File: config.mk
export PLATFORM = sky130hd
export DESIGN_NAME = stream_mux_rr
export DESIGN_NICKNAME = d
export VERILOG_FILES = /design/src/rtl/stream_mux_rr.sv
export SDC_FILE = /design/constraint.sdc
export NUM_CORES = 1
export LEC_CHECK = 0
export BUFFER_PORTS_ARGS = -buffer_cell sky130_fd_sc_hd__clkbuf_2
export CORE_AREA = 2 2 39 41
export DETAILED_ROUTE_END_ITERATION = 10
export DIE_AREA = 0 0 41 43
export PLACE_DENSITY = 0.68
export REMOVE_ABC_BUFFERS = 1
export SLEW_MARGIN = 20
export SYNTH_ARGS = -nofsm -noshare
export SYNTH_HDL_FRONTEND = slang
export SYNTH_SLANG_ARGS = --single-unit
File: constraint.sdc
create_clock -name clk -period 1.9 [get_ports clk]
set_input_delay 0.38 -clock clk [delete_from_list [all_inputs] [get_ports clk]]
set_output_delay 0.38 -clock clk [all_outputs]
set_load 0.01 [all_outputs]
File: src/rtl/stream_mux_rr.sv
// N-channel valid/ready stream multiplexer with a single registered output stage.
// MODE 0 passes the channel picked by sel; MODE 1 arbitrates round-robin from ptr.
module stream_mux_rr #(
  parameter int W    = 3,
  parameter int N    = 4,
  parameter int MODE = 0,
  localparam int SW  = (N > 1) ? $clog2(N) : 1
) (
  input  logic           clk,
  input  logic           rst,
  input  logic           en,
  input  logic [SW-1:0]  sel,
  input  logic [N*W-1:0] in_data,
  input  logic [N-1:0]   in_valid,
  output logic [N-1:0]   in_ready,
  output logic [W-1:0]   out_data,
  output logic           out_valid,
  input  logic           out_ready,
  output logic [SW-1:0]  out_chan
);

  logic [W-1:0]  out_data_q, out_data_d;
  logic          out_valid_q, out_valid_d;
  logic [SW-1:0] out_chan_q, out_chan_d;
  logic [SW-1:0] ptr_q, ptr_d;

  logic          load_ok;
  logic          gnt_valid;
  logic [SW-1:0] gnt_idx;
  logic [W-1:0]  gnt_data;

  // Grant selection. Reset suppresses every grant so in_ready stays low while rst is high.
  // NOTE: every variable written here gets a default first, otherwise a latch is inferred.
  always_comb begin
    load_ok   = !out_valid_q || out_ready;
    gnt_valid = 1'b0;
    gnt_idx   = '0;
    if (!rst && en && load_ok) begin
      if (MODE == 0) begin
        // A sel value >= N matches no channel, so no grant results.
        for (int i = 0; i < N; i++) begin
          if (sel == SW'(i) && in_valid[i]) begin
            gnt_valid = 1'b1;
            gnt_idx   = SW'(i);
          end
        end
      end else begin
        // Search offsets 0..N-1 from ptr; the first valid channel found wins.
        for (int k = 0; k < N; k++) begin
          for (int i = 0; i < N; i++) begin
            if (!gnt_valid && in_valid[i] && ((int'(ptr_q) + k) % N) == i) begin
              gnt_valid = 1'b1;
              gnt_idx   = SW'(i);
            end
          end
        end
      end
    end
  end

  always_comb begin
    gnt_data = '0;
    in_ready = '0;
    for (int i = 0; i < N; i++) begin
      if (gnt_valid && gnt_idx == SW'(i)) begin
        in_ready[i] = 1'b1;
        gnt_data    = in_data[i*W +: W];
      end
    end
  end

  // Output stage: load on grant (covers drain-and-refill in one cycle), clear on a bare drain,
  // otherwise hold so a stalled beat stays stable.
  always_comb begin
    out_data_d  = out_data_q;
    out_valid_d = out_valid_q;
    out_chan_d  = out_chan_q;
    ptr_d       = ptr_q;
    if (gnt_valid) begin
      out_data_d  = gnt_data;
      out_valid_d = 1'b1;
      out_chan_d  = gnt_idx;
      if (MODE == 1) begin
        ptr_d = SW'((int'(gnt_idx) + 1) % N);
      end
    end else if (out_valid_q && out_ready) begin
      out_data_d  = '0;
      out_valid_d = 1'b0;
      out_chan_d  = '0;
    end
  end

  // NOTE: sequential state uses non-blocking assignments so all flops update together.
  always_ff @(posedge clk) begin
    if (rst) begin
      out_data_q  <= '0;
      out_valid_q <= 1'b0;
      out_chan_q  <= '0;
      ptr_q       <= '0;
    end else begin
      out_data_q  <= out_data_d;
      out_valid_q <= out_valid_d;
      out_chan_q  <= out_chan_d;
      ptr_q       <= ptr_d;
    end
  end

  assign out_data  = out_data_q;
  assign out_valid = out_valid_q;
  assign out_chan  = out_chan_q;

endmodule
; Yosys cells after proc, flatten, opt, wreduce, memory -nomap -nowiden
; Cells that the tools add are included.
[word_totals]
output_inout_bits = 10
register_bits = 6
wordCells = 49
[classes]
eq_ne = 6
n_mux = 23
n_reduce_logical = 17
[op_table]
columns = operator, count
row1 = $mux 3, 6
row2 = $mux 1, 12
row3 = $logic_and 1x1->1, 11
row4 = $mux 2, 5
row5 = $eq 2x2->1 const B, 4
row6 = $eq 2x1->1 const B, 2
row7 = $logic_not 2->1, 2
row8 = $logic_not 1->1, 2
row9 = $reduce_bool 2->1, 1
row10 = $logic_or 1x1->1, 1

; Logic depth before layout (Yosys ltp)
[depth]
ltp_word = 13
mapped_depth = 5
ltp_nobuf = 4

; Worst setup path before layout
; No wires, ideal clock.
[synth_timing]
path_type = in2out
from = input port sel[1]
to = output port in_ready[3]
setup_slack_ns = 0.219
path_stages = 4
arrival_time_ns = 1.301
cell_sequence = clkbuf_1 nand2b_1 a21bo_2 nor3_1
[synth_via]
elab_chain_len = 9
elab_cells_between_ends = 20
[synth_lines]
columns = element, line_no
row1 = from (decl), 12  ; input logic [SW-1:0] sel,
row2 = $eq 2x1->1 / $logic_not 2->1 (equally long branches), 42  ; if (sel == SW'(i) && in_valid[i]) begin
row3 = $logic_and 1x1->1, 42
row4 = $mux 1, 42
row5 = $mux 2 / $mux 1 (equally long branches) (2 in a row), 42
row6 = $mux 2 / $mux 1 (equally long branches), "38, 42"
row7 = $eq 2x2->1 / $mux 1 (equally long branches), "65, 38"
row8 = $logic_and 1x1->1 (*), 65  ; if (gnt_valid && gnt_idx == SW'(i)) begin
row9 = $mux 1 (*), 65
row10 = to (decl), 15  ; output logic [N-1:0] in_ready,
; Every way passes the cells marked *; elsewhere a longest branch is shown, timed or not.

; Worst setup path in the final report
; Ends and elaborated chain as after synthesis.

==> summary.txt <==
Timing
  • Final Skew: about 0.21 ps
  • Final Max Slew Viols: 0
  • Slew HR: just under 80%
  • Unrepaired setup endpoints after global routing: no
  • Sum Neg Setup Slack: 0 ps
  • Least-Margin Pin Slew: about 330 ps
  • Fin. Hold Viols: 0
  • Final worst slack: 164 ps
  • Max Clk Rate: around 580 MHz
  • Final critical-path share of the clock period: around nine tenths
  • Count of final setup violators: 0
  • Minimum clock period: between 1500 and 2000 ps

Clock tree
  • CTS sink count: 6
  • Clock Latency Late Sink: between 200 and 250 ps
  • Post-CTS setup buffers: 0
  • Root Buffer: clkbuf_4
  • CTS buffer count: 3
  • Post-cts sizing count: 0
  • H-tree depth: 1
  • Hold Buf Count CTS: 0
  • Clk pin slew, worst setup/hold paths: ~50 ps
  • CTS tree: done
  • Max clock buf depth: 2

Worst setup path
  • CP dominant cell by count: clkbuf_2
  • Worst EP arrival: 1360 ps
  • Critical Setup Path Class: input port to output port
  • Critical Path Max Stage Delay: roughly 260 ps
  • Top cell family by delay on the critical path: simple AND/OR/NAND/NOR gates
  • Crit path cell chain: clkbuf_2 -> nand2b_1 -> a21bo_2 -> nor3_1 -> clkbuf_2
  • Crit path required time: approximately 1500 ps
  • Startpoint types: input port
  • Critical path's slowest cell: a21bo_2
  • Worst-path fanout max: 4
  • Buf/Inv on CP: 2
  • Crit. End Element: output port

Die
  • Top-level I/O count: 32
  • Die Ht: between 40 and 50 um
  • Starting Density: about a third
  • Rows: 14
  • Die ar.: 0.00176 sq mm
  • Width of the die: ~40 um
  • Core area: between 0.001 and 0.0015 sq mm

Synth
  • Synthesized instance count: between 50 and 60
  • Number of synthesized flops with an enable pin: 0
  • Top FF cell, synth: dfxtp_1
  • Synth top cells by count: nand2_1, dfxtp_1, o21ai_0
  • Synth Register Bits: 6
  • Mapped Area: between 400 and 500 sq um
  • Syn. warnings: 0
  • Top post-synthesis cells by area: dfxtp_1, nand2_1, a221oi_4
  • Syn Area/Cell: ~7.9 sq um
  • Synth cell types: 25
  • Top-area cell type share of the netlist area: ~28%
  • Register area share after synthesis: between 20% and 30%
  • Synth area leader: dfxtp_1
  • Most common cell in the netlist: nand2_1
  • Ys async rst share: 0%

Global route
  • Vias in the first global route: ~500
  • First-pass GRT wire length: roughly 2 mm
  • Antenna violations before repair: 0
  • Pin count of the biggest net entering global routing: 10
  • GRT Residual Overflow: 0
  • Global Route Usage Sum: 16.6%

Placed design
  • PortBufs: 31
  • Post-DP Area: ~620 sq um
  • Dpl hpwl: between 1 and 1.5 mm
  • GP Congestion: a little under 0.8
  • Worst slack, placed: around 120 ps

Outcome
  • Status: completed

Final layout
  • Diodes inserted: 0
  • Final Cell Area: about 650 sq um
  • Layout Nets: around 110
  • Layout cells sized above 1: between 40% and 50%
  • Layout area overhead: 48.3%

Power
  • Power share of the clock group: between 30% and 40%
  • Switching Fraction: approximately 29%
  • Worst vdd rail ir drop: 383 uV
  • Leak: about 0.3 nW
  • Switching power: 0.000108 W
  • Sequential power share: roughly two fifths
  • Power per cell area: 568 mW/mm^2
  • Combinational group share of total power: slightly below 30%
  • Internal power: about 0.00026 W

Drt
  • Vias: roughly 540
  • Final wirelength: 1.22 mm
  • Drc violations: 0
  • Wire length per cell: about 12 um
  • 1st-iter DRT viols: 7
  • Pre-antenna DRT Iters: 4
  • Routed Antenna Nets: 0
  • Via density per instance: between 5 and 6

Flow run
  • Max Cap Violations: 0

Hold path
  • Worst Hold Class: input port to flop
==> power by group through the flow <==
stage	clock, W	sequential (W)	combinational (W)
after floorplan	0	0.000147	0.0000478
after global placement	0	0.000143	0.000103
after detailed placement	0	0.000143	0.000105
after CTS	0.000123	0.000141	0.000105
after global routing	0.000133	0.000142	0.000119
final	0.000119	0.000141	0.000106
==> cell type report <==
cell class | count | area, sq um
clock buffers | 3 | 22.5
fillers | 152 | 738
multi-input cells | 47 | 313
flip-flops and latches | 6 | 120
well taps | 16 | 20.0
repair buffers | 33 | 170
==> metal layers <==
layer / GRT usage, % / up-vias / wire (um)
met5: 0 / - / 0
met4: 4.00 / 0 / 0
li1: - / 276 / -
met1: 20.4 / 235 / 486
met2: 25.3 / 25 / 626
met3: 7.85 / 0 / 110
==> through the flow <==
step / hold WS, ps / utilization, % / instances / total power, W
final: 370 / 46.7 / 105 / 0.000367
after global routing: 369 / 46.7 / 105 / 0.000394
after CTS: 362 / 46.2 / 105 / 0.000369
after detailed placement: 453 / 44.6 / 102 / 0.000248
after global placement: 450 / 44.6 / 102 / 0.000246
after floorplan: 449 / - / 53 / 0.000195
==> registers in the layout, summed over array words and instances, names as in the netlist <==
signal     flops
out_valid      1
out_data       3
out_chan       2
==> layout by cell type, fill, tap and decap left out <==
cell	count
o21ai_1	1
clkbuf_2	31
nor4b_2	1
nor2_1	1
nor2b_1	3
a221oi_4	1
and4b_1	1
a21bo_2	1
a21oi_1	4
and2_1	1
and3b_1	1
nor3_1	1
o211ai_1	1
nand3_1	1
dfxtp_1	6
clkbuf_4	3
nand2b_1	2
o22ai_1	2
mux4_2	1
o21ai_0	4
a32o_1	2
a21o_1	1
a211oi_1	1
nand2_1	13
a31oi_1	2
nand3b_1	1
buf_4	2
==> cells by family after synthesis <==
kind of cell           count (synthesis)  share of synthesized area (%)
AND/OR/NAND/NOR                       26                           31.0
multiplexers                           1                           5.17
AO/OA/AOI/OAI                         20                           34.2
flip-flops                             6                           27.6
buffers and inverters                  2                           2.01
==> final timing paths <==
kind / startpoint / to / slack [ps] / cells past startpoint
max: sel[1] / in_ready[3] / 160 / 5
min: rst / out_valid$_SDFFE_PP0P_ / 370 / 2
max reg2reg: out_valid$_SDFFE_PP0P_ / out_data[1]$_SDFFE_PP0P_ / 800 / 3
min reg2reg: out_data[2]$_SDFFE_PP0P_ / out_data[2]$_SDFFE_PP0P_ / 460 / 1
No activity file was read; power rests on OpenSTA's default activity.
